===== src/rtl/mole_pkg.sv =====
// Shared types and helpers for the whack-a-mole hole controller.
// State encoding, LFSR constants and width helpers.
package mole_pkg;

  typedef enum logic [2:0] {
    S_IDLE,
    S_PICK,
    S_RAISE,
    S_UP,
    S_LOWER,
    S_GAP
  } state_t;

  localparam int          LFSR_W    = 16;
  // Galois form of x^16 + x^14 + x^13 + x^11 + 1
  localparam logic [15:0] LFSR_TAPS = 16'hB400;

  function automatic int clog2(input int v);
    int r;
    r = 0;
    for (int i = 0; i < 31; i++)
      if ((1 << i) < v) r = i + 1;
    return r;
  endfunction

  function automatic int max2(input int a, input int b);
    return (a > b) ? a : b;
  endfunction

endpackage


===== src/rtl/mole_lfsr.sv =====
// 16-bit Galois LFSR, free running from reset.
// Only the low OUT_W bits are exported to the hole picker.
module mole_lfsr
  import mole_pkg::*;
#(
  parameter logic [15:0] SEED  = 16'hACE1,
  parameter int          OUT_W = 2
) (
  input  logic             clk,
  input  logic             reset,
  output logic [OUT_W-1:0] bits
);

  logic [LFSR_W-1:0] lfsr;

  always_ff @(posedge clk) begin
    if (!reset)
      lfsr <= SEED;
    else
      lfsr <= {1'b0, lfsr[LFSR_W-1:1]}
            ^ (lfsr[0] ? LFSR_TAPS : '0);
  end

  assign bits = lfsr[OUT_W-1:0];

endmodule


===== src/rtl/mole_toggle_ctrl.sv =====
// Mole sequencer: picks a hole, pulses its toggle flop up and down,
// and reports hit / miss / wrong-button events to the score logic.
module mole_toggle_ctrl
  import mole_pkg::*;
#(
  parameter int          N_HOLES   = 4,
  parameter int          UP_TICKS  = 8,
  parameter int          GAP_TICKS = 4,
  parameter logic [15:0] LFSR_SEED = 16'hACE1
) (
  input  logic                        clk,
  input  logic                        reset,
  input  logic                        enable,
  input  logic                        tick,
  input  logic [N_HOLES-1:0]          hit_btn,
  input  logic [N_HOLES-1:0]          mole_q,
  output logic [N_HOLES-1:0]          toggle,
  output logic [clog2(N_HOLES)-1:0]   hole_idx,
  output logic                        hit_pulse,
  output logic                        miss_pulse,
  output logic                        wrong_pulse,
  output logic                        busy
);

  localparam int IW = clog2(N_HOLES);
  localparam int CW = clog2(max2(UP_TICKS, GAP_TICKS) + 1);

  state_t          state, nxt;
  logic [IW-1:0]   rnd, cand;
  logic [CW-1:0]   up_cnt, gap_cnt;
  logic [N_HOLES-1:0] sel;
  logic            is_up, hit_c, wrong_c, time_out, gap_done;
  logic            hit_n, miss_n, wrong_n;

  mole_lfsr #(
    .SEED  (LFSR_SEED),
    .OUT_W (IW)
  ) u_lfsr (
    .clk   (clk),
    .reset (reset),
    .bits  (rnd)
  );

  // hole_idx doubles as prev_idx, so a repeat bumps to the next hole
  always_comb begin
    cand = rnd;
    if (cand == hole_idx) cand = cand + IW'(1);
  end

  assign sel      = N_HOLES'(1) << hole_idx;
  assign is_up    = mole_q[hole_idx];
  assign hit_c    = hit_btn[hole_idx];
  assign wrong_c  = |(hit_btn & ~sel);
  assign time_out = tick && (up_cnt == CW'(UP_TICKS - 1));
  assign gap_done = tick && (gap_cnt == CW'(GAP_TICKS - 1));
  assign busy     = (state != S_IDLE);

  always_comb begin
    nxt     = state;
    toggle  = '0;
    hit_n   = 1'b0;
    miss_n  = 1'b0;
    wrong_n = 1'b0;
    unique case (state)
      S_IDLE:  if (enable) nxt = S_PICK;
      S_PICK:  nxt = enable ? S_RAISE : S_IDLE;
      // raise is withheld when aborting so LOWER cannot follow back-to-back
      S_RAISE: begin
        if (!enable) nxt = S_LOWER;
        else begin
          nxt = S_UP;
          if (!is_up) toggle = sel;
        end
      end
      S_UP: begin
        if (!enable) nxt = S_LOWER;
        else begin
          wrong_n = wrong_c;
          if (hit_c) begin
            hit_n = 1'b1;
            nxt   = S_LOWER;
          end else if (time_out) begin
            miss_n = 1'b1;
            nxt    = S_LOWER;
          end
        end
      end
      S_LOWER: begin
        nxt = S_GAP;
        if (is_up) toggle = sel;
      end
      S_GAP:   if (gap_done) nxt = enable ? S_PICK : S_IDLE;
      default: nxt = S_IDLE;
    endcase
  end

  always_ff @(posedge clk) begin
    if (!reset) begin
      state       <= S_IDLE;
      hole_idx    <= '0;
      up_cnt      <= '0;
      gap_cnt     <= '0;
      hit_pulse   <= 1'b0;
      miss_pulse  <= 1'b0;
      wrong_pulse <= 1'b0;
    end else begin
      state       <= nxt;
      hit_pulse   <= hit_n;
      miss_pulse  <= miss_n;
      wrong_pulse <= wrong_n;
      if (state == S_PICK && enable) hole_idx <= cand;
      if (state == S_RAISE)
        up_cnt <= '0;
      else if (state == S_UP && tick)
        up_cnt <= up_cnt + CW'(1);
      if (state == S_LOWER)
        gap_cnt <= '0;
      else if (state == S_GAP && tick)
        gap_cnt <= gap_cnt + CW'(1);
    end
  end

endmodule


===== config.mk =====
export PLATFORM = sky130hd
export DESIGN_NAME = mole_toggle_ctrl
export DESIGN_NICKNAME = d
export VERILOG_FILES = /design/src/rtl/mole_pkg.sv /design/src/rtl/mole_lfsr.sv /design/src/rtl/mole_toggle_ctrl.sv
export SDC_FILE = /design/constraint.sdc
export NUM_CORES = 1
export LEC_CHECK = 0
export CAP_MARGIN = 40
export CELL_PAD_IN_SITES_DETAIL_PLACEMENT = 1
export CELL_PAD_IN_SITES_GLOBAL_PLACEMENT = 1
export CORE_MARGIN = 3
export CORE_UTILIZATION = 36
export CTS_BUF_LIST = sky130_fd_sc_hd__clkbuf_8 sky130_fd_sc_hd__clkbuf_16
export CTS_CLUSTER_DIAMETER = 120
export DETAILED_ROUTE_END_ITERATION = 12
export PLACE_DENSITY = 0.71
export SYNTH_ARGS = -nofsm -noshare
export SYNTH_HDL_FRONTEND = slang
export SYNTH_SLANG_ARGS = --single-unit

===== constraint.sdc =====
create_clock -name clk -period 1.38 [get_ports clk]
set_input_delay 0.276 -clock clk [delete_from_list [all_inputs] [get_ports clk]]
set_output_delay 0.276 -clock clk [all_outputs]
set_load 0.01 [all_outputs]

==> results_dict.tcl <==
set metrics [dict create \
    seqPwrFrac_pct 46.6 \
    portBuffers 21 \
    num_io_pins 22 \
    min_path_type "flop to flop" \
    area_growth_pct 42.1 \
    drt-total-wl_mm 3.62 \
    synth.avg_cell_area_um2 9.27 \
    crit_required_ns 1.10 \
    gp_congestion 0.781 \
    fin_crit_ns 1.80 \
    die-area_mm2 0.00476 \
    grt_max_degree 20 \
    grt_usage_pct 16.6 \
    drtAntennaViolNets 0 \
    hold_viol_final 0 \
    dpl.cell_count 235 \
    yosysWarnings 0 \
    syn_area_mm2 0.00143 \
    multi_input_area_um2 816 \
    drc 0 \
    root_buffer "clkbuf_8" \
    status "finished, violations left" \
    ys_seq_elements 32 \
    grt.met2_usage_pct 29.0 \
    h-tree-depth 2 \
    cp_max_fo 4 \
    vdd_drop_max_mv 0.807 \
    p_sw_share_pct 22.8 \
    antenna_found_initial 0 \
    startpoint_type "flop" \
    core_area_mm2 0.00374 \
    total_leakage_power_uw 0.000884 \
    crit_path_end_kind "primary output" \
    syn_inst 154 \
    wl_per_cell_um 14.7 \
    gr-usage-met3_pct 4.38 \
    vias 1262 \
    diodes 0 \
    synth_top_cell_by_area "dfxtp_1" \
    cts_tree "yes" \
    design_area_mm2 0.00203 \
    nFillCells 439 \
    yosysSeqAreaShare_pct 44.9 \
    drv_cap 0 \
    slew_violations 0 \
    grt_pass1_wl_mm 5.86 \
    use_met1_pct 19.7 \
    placement_rows 22 \
    powerDensity_mw_per_mm2 1040 \
    p_sw_uw 482 \
    p_int_uw 1630 \
    fp.dieW_um 69.0 \
    min_period_over_period_pct 131 \
    clkLatencyLatePin_ns 0.28 \
    nets 211 \
    cts_hold_buf 0 \
    arrival_ns 1.53 \
    drt_pass1_iterations 4 \
    die-height_um 69.0 \
    tightest_slew_ns 0.348 \
    violations "setup timing" \
    fin_cells 246 \
    finClkSkew_ns 0.00646 \
    pwr-share-clk_pct 41.5 \
    slew_headroom_pct 76.6 \
    post-dp-hpwl_mm 2.63 \
    synth_top_area_share_pct 44.9 \
    dpl_cell_area_mm2 0.00186 \
    numCtsBuffers 5 \
    busiest_layer "met2" \
    gr-total-overflow 0 \
    worst_slack_ns -0.423 \
    drive_above_1_share_pct 28.3 \
    fmax_mhz 555 \
    grt_pass1_vias 1286 \
    cts_sinks 32 \
    path_clk_slew_ns 0.07 \
    initial_core_util_pct 38.1 \
    drtIter0Drc 27 \
    setup_viol 9 \
    viasPerCell 5.13 \
    synthDistinctLibCells 42 \
    pwr-share-comb_pct 11.9 \
    seqCellArea_um2 654 \
    clock_path_buffers 2 \
    rsz0062_at_grt "yes" \
    syn-num-nets 168 \
    crit_type "flop to primary output" \
    synth.area.top_cells "dfxtp_1 45%, and2_1 5.3%, nand2b_1 3.9%, o21ai_0 3.9%, nand2_1 2.9%" \
]
==> critical path, stage by stage, from the launching register on <==
cell     delay (ns)
dfxtp_4        0.37
mux2_4         0.32
nor2_4         0.13
a21oi_4        0.05
nor4b_4        0.21
buf_2          0.17
==> cell type report <==
class,instances,area share (%)
flip-flops and latches,32,32.3
clock inverters,3,1.91
multi-input cells,110,40.2
well taps,48,2.96
clock buffers,5,3.39
repair buffers,45,18.7
inverters,3,0.555
==> power by group through the flow <==
stage | registers, µW | logic [µW] | clock network, µW
after floorplan | 998 | 125 | 0
after global placement | 1010 | 223 | 0
after detailed placement | 1010 | 232 | 0
after CTS | 987 | 249 | 893
after global routing | 990 | 277 | 944
final | 986 | 252 | 878
==> cells in the final DEF (no fill, tap or decap), types with 3 or more instances in the layout <==
| master | count |
|---|---|
| a21boi_0 | 4 |
| a21oi_1 | 5 |
| and2_1 | 12 |
| buf_2 | 5 |
| buf_4 | 21 |
| buf_6 | 4 |
| clkbuf_8 | 5 |
| clkdlybuf4s50_1 | 9 |
| dfxtp_1 | 27 |
| dfxtp_4 | 3 |
| dlygate4sd2_1 | 3 |
| inv_1 | 4 |
| nand2_1 | 11 |
| nand2b_1 | 7 |
| nor2_1 | 3 |
| nor2b_1 | 5 |
| nor3_1 | 3 |
| o211a_1 | 3 |
| o21ai_0 | 10 |
| xnor2_1 | 3 |
==> state kept, by name, indices dropped and copies added (netlist names) <==
name         count
hole_idx         2
u_lfsr.lfsr     16
state            3
gap_cnt          4
wrong_pulse      1
hit_pulse        1
up_cnt           4
miss_pulse       1
==> layer usage <==
metal | vias to the layer above | part of all wire, % | wire length [µm]
met5 | - | 0 | 0
met4 | 0 | 1.0 | 37
met3 | 4 | 3.1 | 112
met2 | 16 | 53 | 1920
met1 | 617 | 43 | 1550
li1 | 625 | - | -
==> cells by family after synthesis <==
kind of cell               after synthesis  share of synthesized area [%]
buffers and inverters                   12                           3.24
and+or+nand+nor                         66                           28.2
DFF                                     32                           44.9
AOI/OAI and AO/OA                       33                           14.9
xor gates and xnor gates                 4                           2.45
muxes                                    5                           4.56
adders and majority gates                2                           1.75
==> path summary, 6_finish.rpt <==
check | start | end | slack (ns) | cells after the start
max | hole_idx[0] | toggle[1] | -0.42 | 5
min | u_lfsr.lfsr[8] | u_lfsr.lfsr[7] | 0.42 | 1
max reg2reg | hole_idx[0] | state[2] | -0.17 | 5
min reg2reg | u_lfsr.lfsr[8] | u_lfsr.lfsr[7] | 0.42 | 1
==> timing repair <==
| item | 4_1_cts | 5_1_grt |
|---|---|---|
| endpoints found under the hold margin | 0 | 0 |
| setup buffers | 3 | 2 |
| pin swaps | 9 | 4 |
| endpoints found under the setup margin | 20 | 15 |
| resized for setup | 45 | 8 |
| cloned | 0 | 0 |
==> per-stage QoR <==
step | power, µW | utilization, % | TNS, ns | hold WS [ns] | setup WS (ns)
3_5_place_dp | 1240 | 49.6 | -6.25 | 0.401 | -0.874
6_report | 2120 | 54.2 | -1.92 | 0.417 | -0.423
4_1_cts | 2130 | 53.7 | -2.13 | 0.427 | -0.437
5_1_grt | 2210 | 54.2 | -2.40 | 0.440 | -0.508
3_3_place_gp | 1230 | 49.6 | -5.58 | 0.397 | -0.827
2_1_floorplan | 1120 | - | -0.106 | 0.386 | -0.0596
==> synthesized netlist by cell type <==
library cell  number
dfxtp_1           32
nor4b_1            1
o21a_1             1
and3_1             2
a31oi_1            1
o22ai_1            1
nand2_1           11
and4bb_2           1
a22oi_1            1
nor2_1             4
nand3b_1           2
nor4_1             1
or3_1              1
a21oi_1            6
nor2b_1            6
mux2i_1            2
a32oi_1            1
nor3_1             3
buf_2              1
nor3b_1            2
ha_1               2
inv_1              3
nand4b_1           1
and2_1            12
mux2_2             2
xor2_1             1
o2111ai_1          1
or2_1              1
mux4_2             1
a21o_1             1
nand3_1            2
nand4bb_1          1
o31ai_1            1
nand2b_1           9
o211a_1            3
a21boi_0           5
nand4_1            2
xnor2_1            3
and4b_1            2
clkbuf_1           8
o21ai_0           11
and3b_1            2
No activity file was read; power rests on OpenSTA's default activity.
